[src/rtl/t0_bus_decoder.sv]
// Receiver-side T0 address-bus decoder with a saturating bus-line toggle counter.
// Define T0_BUSINV_EN to add bus-invert decoding and count inv_in toggles.
module t0_bus_decoder #(
    parameter int W      = 8,
    parameter int STRIDE = 1,
    parameter int CNTW   = 16
) (
    input  logic            ck,
    input  logic            rst,
    input  logic [W-1:0]    b_in,
    input  logic            inc_in,
    input  logic            inv_in,
    input  logic            valid_in,
    input  logic            cnt_clr,
    output logic [W-1:0]    a_out,
    output logic            valid_out,
    output logic            err_out,
    output logic [CNTW-1:0] tog_cnt
);

    typedef enum logic {
        NOREF = 1'b0,
        TRACK = 1'b1
    } state_t;

    state_t          state, state_nxt;
    logic            have_ref;
    logic [W-1:0]    prev_addr;
    logic [W-1:0]    prev_bus;
    logic            prev_inc;
    logic [W-1:0]    addr;
    logic [W-1:0]    bus_diff;
    logic            err_new;
    logic            err_nxt;
    logic [CNTW:0]   incr;
    logic [CNTW:0]   base;
    logic [CNTW:0]   sum;
    logic [CNTW-1:0] cnt_nxt;

`ifdef T0_BUSINV_EN
    logic            prev_inv;
`else
    logic            unused_inv;
    assign unused_inv = inv_in;
`endif

    // ---------------- FSM ----------------
    always_ff @(posedge ck or posedge rst) begin
        if (rst) state <= NOREF;
        else     state <= state_nxt;
    end

    always_comb begin
        state_nxt = state;
        if (valid_in) state_nxt = TRACK;
    end

    assign have_ref = (state == TRACK);

    // ---------------- decode ----------------
    always_comb begin
        addr = b_in;
`ifdef T0_BUSINV_EN
        if (inv_in) addr = ~b_in;
`endif
        // INC overrides the bus (and any inversion) once a reference exists
        if (inc_in && have_ref) addr = prev_addr + W'(STRIDE);
    end

    // INC with no reference, or INC while the bus lines moved, is a protocol violation
    assign err_new = valid_in && inc_in && (!have_ref || (b_in != prev_bus));
    assign err_nxt = err_new | (err_out & ~cnt_clr);

    // ---------------- toggle count ----------------
    assign bus_diff = b_in ^ prev_bus;

    always_comb begin
        incr = '0;
        for (int i = 0; i < W; i++) incr = incr + (CNTW+1)'(bus_diff[i]);
        incr = incr + (CNTW+1)'(inc_in ^ prev_inc);
`ifdef T0_BUSINV_EN
        incr = incr + (CNTW+1)'(inv_in ^ prev_inv);
`endif
    end

    always_comb begin
        base    = cnt_clr ? '0 : {1'b0, tog_cnt};
        sum     = base + (valid_in ? incr : '0);
        cnt_nxt = sum[CNTW] ? '1 : sum[CNTW-1:0];
    end

    // ---------------- state and outputs ----------------
    always_ff @(posedge ck or posedge rst) begin
        if (rst) begin
            a_out     <= '0;
            valid_out <= 1'b0;
            err_out   <= 1'b0;
            tog_cnt   <= '0;
            prev_addr <= '0;
            prev_bus  <= '0;
            prev_inc  <= 1'b0;
`ifdef T0_BUSINV_EN
            prev_inv  <= 1'b0;
`endif
        end else begin
            valid_out <= valid_in;
            err_out   <= err_nxt;
            tog_cnt   <= cnt_nxt;
            if (valid_in) begin
                a_out     <= addr;
                prev_addr <= addr;
                prev_bus  <= b_in;
                prev_inc  <= inc_in;
`ifdef T0_BUSINV_EN
                prev_inv  <= inv_in;
`endif
            end
        end
    end

endmodule
[config.mk]
export PLATFORM = sky130hd
export DESIGN_NAME = t0_bus_decoder
export DESIGN_NICKNAME = d
export VERILOG_FILES = /design/src/rtl/t0_bus_decoder.sv
export SDC_FILE = /design/constraint.sdc
export NUM_CORES = 1
export LEC_CHECK = 0
export BUFFER_PORTS_ARGS = -buffer_cell sky130_fd_sc_hd__buf_4
export CAP_MARGIN = 20
export CORE_MARGIN = 4
export CORE_UTILIZATION = 39
export CTS_BUF_LIST = sky130_fd_sc_hd__clkbuf_8
export CTS_CLUSTER_DIAMETER = 50
export DETAILED_ROUTE_END_ITERATION = 7
export PLACE_DENSITY_LB_ADDON = 0.15
export SLEW_MARGIN = 5
export SYNTH_ARGS = -nofsm -noshare
export SYNTH_HDL_FRONTEND = slang
export SYNTH_SLANG_ARGS = --single-unit
[constraint.sdc]
create_clock -name ck -period 12.9 [get_ports ck]
set_input_delay 1.29 -clock ck [delete_from_list [all_inputs] [get_ports ck]]
set_output_delay 1.29 -clock ck [all_outputs]
set_load 0.01 [all_outputs]
Word-level counts from Yosys, hierarchy flattened
Cells that the tools add are included.
{ "classes": {"add_sub_neg": 10, "mul": 0, "n_div": 0, "order_cmp": 0, "n_eq_ne": 1, "shift": 0, "mux": 4, "bitwise": 5, "reduce_logical": 5} }
{ "ops": {"columns": ["operator", "count"], "rows": [
  ["$mux W16", 2],
  ["$add A16 B9 Y17", 1],
  ["$add A8 B1 Y9", 1],
  ["$mux W9", 1],
  ["$add A7 B1 Y8", 1],
  ["$add A8 B1 Y8 const B", 1],
  ["$mux W8", 1],
  ["$ne A8 B8 Y1", 1],
  ["$xor A8 B8 Y8", 1],
  ["$add A6 B1 Y7", 1],
  ["$add A5 B1 Y6", 1],
  ["$add A4 B1 Y5", 1],
  ["$add A3 B1 Y4", 1],
  ["$add A2 B1 Y3", 1],
  ["$logic_and A1 B1 Y1", 3],
  ["$add A1 B1 Y2", 1],
  ["$and A1 B1 Y1", 1],
  ["$logic_not A1 Y1", 1],
  ["$logic_or A1 B1 Y1", 1],
  ["$not A1 Y1", 1],
  ["$or A1 B1 Y1", 1],
  ["$xor A1 B1 Y1", 1]
]} }
{ "word_totals": {"register_bits": 36, "latchBits": 0, "ram_bits": 0, "rom_bits": 0, "inputBits": 14, "output_inout_bits": 26, "memories": 0} }

Depth between registers and ports, before layout
{ "logic_depth": {"depth_word": 12, "ltp_mapped": 14} }

Worst setup path before layout
OpenSTA, ideal clock, no wires.
{ "synth_path": {"path_kind": "input to register", "startpoint": "input b_in[1]", "endpoint": "register tog_cnt[11]", "t_arrival_ns": 5.510, "required_time_ns": 12.768, "setup_slack_ns": 7.259, "path_stages": 12, "path_cell_list": "xnor2_1 fa_1 fa_1 fa_1 fa_1 fa_1 nor2b_1 fa_1 a211oi_1 nor2_1 nand4_1 or3b_1"} }
{ "synth_via": {"elab_chain_cells": 12} }
{ "synth_lines": {"columns": ["item", "line_no", "text"], "rows": [
  ["start: declaration", "10", "input logic [W-1:0] b_in,"],
  ["$xor A8 B8 Y8", "75", "assign bus_diff = b_in ^ prev_bus;"],
  ["$add A1 B1 Y2", "79", "for (int i = 0; i < W; i++) incr = incr + (CNTW+1)'(bus_diff[i]);"],
  ["$add A2 B1 Y3", "79", null],
  ["$add A3 B1 Y4", "79", null],
  ["$add A4 B1 Y5", "79", null],
  ["$add A5 B1 Y6", "79", null],
  ["$add A6 B1 Y7", "79", null],
  ["$add A7 B1 Y8", "79", null],
  ["$add A8 B1 Y9", "80", "incr = incr + (CNTW+1)'(inc_in ^ prev_inc);"],
  ["$mux W9", "88", "sum = base + (valid_in ? incr : '0);"],
  ["$add A16 B9 Y17", "88", null],
  ["$mux W16", "89", "cnt_nxt = sum[CNTW] ? '1 : sum[CNTW-1:0];"],
  ["net cnt_nxt[11]", "38", "logic [CNTW-1:0] cnt_nxt;"],
  ["end signal: assignment", "108", "tog_cnt <= cnt_nxt;"],
  ["end: declaration", "18", "output logic [CNTW-1:0] tog_cnt"]
]} }
The timed path passes the listed nets, and every way through them passes these cells.
A chain may end at the register's enable or synchronous reset.

Final worst setup path
{ "layout_path": {"startpoint": "input b_in[0]", "endpoint": "register tog_cnt[11]"} }
Same word-level chain as after synthesis.

==> results.toml <==
[outcome]
outcome = "finished clean"

[setup_path]
r2r_slack_ps = 7830
end_kind = "register"
crit_path_start_kind = "input pin"
cp_data_arrival_time_ps = 5980
crit_path_max_fanout = 4
path_class = "in2reg"
critPathRequiredTime_ps = 13060

[timing]
worst_pin_slew_ps = 474
finalSetupTns_ps = 0
fin_skew_ps = 5.31
max_freq_mhz = 172
fin_crit_ps = 5810
min_period_over_period = 0.451
worst_slack_ps = 7090
hold_viol = 0
slew_viol_final = 0
rsz0062_at_grt = "false"
relSlewSlack = 0.684
setup_violations = 0

[clocking]
clkLatencyLatePin_ps = 290
ctsResizeCount = 0
cts_buffers = 5
clkTransAtPathRegs_ps = 70
cts_tree = "yes"
cts_setup_buffers = 0
ctsHtreeMaxLevel = 2
cts_buffer_depth = 2
cts.sinks = 36
hold_buffers = 0
root_buffer = "clkbuf_8"

[final_layout]
post-route-util = 0.483
antenna_cells = 0
drive_above_1_share = 0.226
final_cell_mix = "39 x buf_4, 36 x dfrtp_1, 20 x nand2_1"
final_nets = 293
fin_area_mm2 = 0.00265
mostFrequentLayoutCell = "buf_4"
syn2layout_area_growth_pct = 20.6

[synthesis]
synth-edff-count = 0
synth.largest_area_cell = "dfrtp_1"
synth_area_leaders = "dfrtp_1 41%, xnor2_1 6.8%, fa_1 5.5%"
synth.lib_cells_used.distinct = 38
netlist_area_mm2 = 0.00219
synth_cells = 226
async_flop_share = 1.00
synth.yosys.seq_area_share = 0.411
yosys_warnings = 0
synth-seq-cells = 36
syn_nets = 254
synth-main-ff-cell = "dfrtp_1"
avgSynthCellArea_um2 = 9.71
synth_top_area_frac = 0.411

[drt]
wl_met3_um = 165
highest_layer = "met4"
ant_nets = 0
wl_met2_mm = 2.09
first_pass_iters = 4
drt_iter0_markers = 108
drt_wl_total_mm = 4.66
via_per_inst = 5.06
drc = 0
wl_met1_mm = 2.34
wl_per_cell_um = 13.8
num_vias = 1705

[global_routing]
grt_max_degree = 37
grt_overflow = 0
grt_pass1_wl_mm = 8.18
grt_pass1_vias = 1616
gr-usage-all-layers = 0.144
antenna_found_initial = 0

[pwr]
peakVddDrop_uv = 77.0
p_per_area_mw_per_mm2 = 137
power_mw = 0.363
power_leakage_nw = 1.22

[hold_path]
holdCritPathClass = "reg2reg"

[placed_design]
place_hpwl_mm = 3.33
place.gp.congestion = 0.757
dp_slack_ps = 6740
port_buffers = 38
dpl-instance-area_mm2 = 0.00255

[floorplan]
rows = 27
dieArea_mm2 = 0.00689
die_width_um = 83.0
die_y_um = 83.0
core-area_mm2 = 0.00547
start_util = 0.401
ios = 40

[flow_run]
drv_cap = 0
## flip-flops by register name, indices dropped and copies added, names as in the netlist
signal	cells
tog_cnt	16
a_out	8
prev_bus	8
err_out	1
have_ref	1
prev_inc	1
valid_out	1
## routing by layer
metal  up-vias  global-route usage
met1       809               0.211
met2        32               0.210
met5         -                   0
met3         7              0.0337
li1        857                   -
met4         0              0.0446
## power by group
part	leakage, nW	internal (mW)	switching [mW]
combinational	0.720	0.0669	0.0699
sequential	0.445	0.127	0.0108
clock	0.0503	0.0476	0.0404
total	1.22	0.242	0.121
## layout make-up
class,instances,area (um^2)
flip-flops and latches,36,901
repair buffers,39,293
fillers,552,2830
clock buffers,7,96.3
inverters,14,52.6
well taps,72,90.1
multi-input cells,169,1210
## synth_stat cells (all sizes together), types with 3 or more instances
library cell / count
nor2b: 10
nand3: 16
xnor2: 17
nor2: 7
mux2: 9
nor3: 4
nand4: 3
o21ai: 13
o22ai: 3
fa: 6
nand2: 20
ha: 8
dfrtp: 36
clkbuf: 5
mux2i: 5
and3: 3
nand2b: 6
a21oi: 16
inv: 14
## critical path, stage by stage
cell and delay, ps:
buf_4 120, xnor2_1 280, fa_1 470, fa_1 520, fa_1 520, fa_1 480, fa_1 490, nor2b_1 70
fa_1 490, a211oi_1 470, nor2_1 190, nand4_1 220, or3b_1 370
## final timing paths
| kind | startpoint | end | cells after the start |
|---|---|---|---|
| worst max-delay path | b_in[0] | tog_cnt[11] | 13 |
| max in group asynchronous | rst | prev_bus[5] | 3 |
| worst max register to register | prev_bus[0] | tog_cnt[11] | 12 |
| min in group asynchronous | rst | tog_cnt[14] | 3 |
| worst min register to register | prev_bus[0] | prev_bus[0] | 1 |
| worst min-delay path | prev_bus[0] | prev_bus[0] | 1 |
## through the flow
stage / hold slack, ps / instances
finish: 531 / 337
global route: 547 / 337
CTS: 527 / 337
detailed placement: 511 / 330
global placement: 504 / 330
floorplan: 476 / 226
## cell families after synthesis
group,synth area share
xor gates and xnor gates,0.0679
muxes,0.0690
adders and majority gates,0.100
AOI/OAI and AO/OA,0.120
buffers and inverters,0.0365
and+or+nand+nor,0.195
DFF,0.411
No activity file was read; power rests on OpenSTA's default activity.
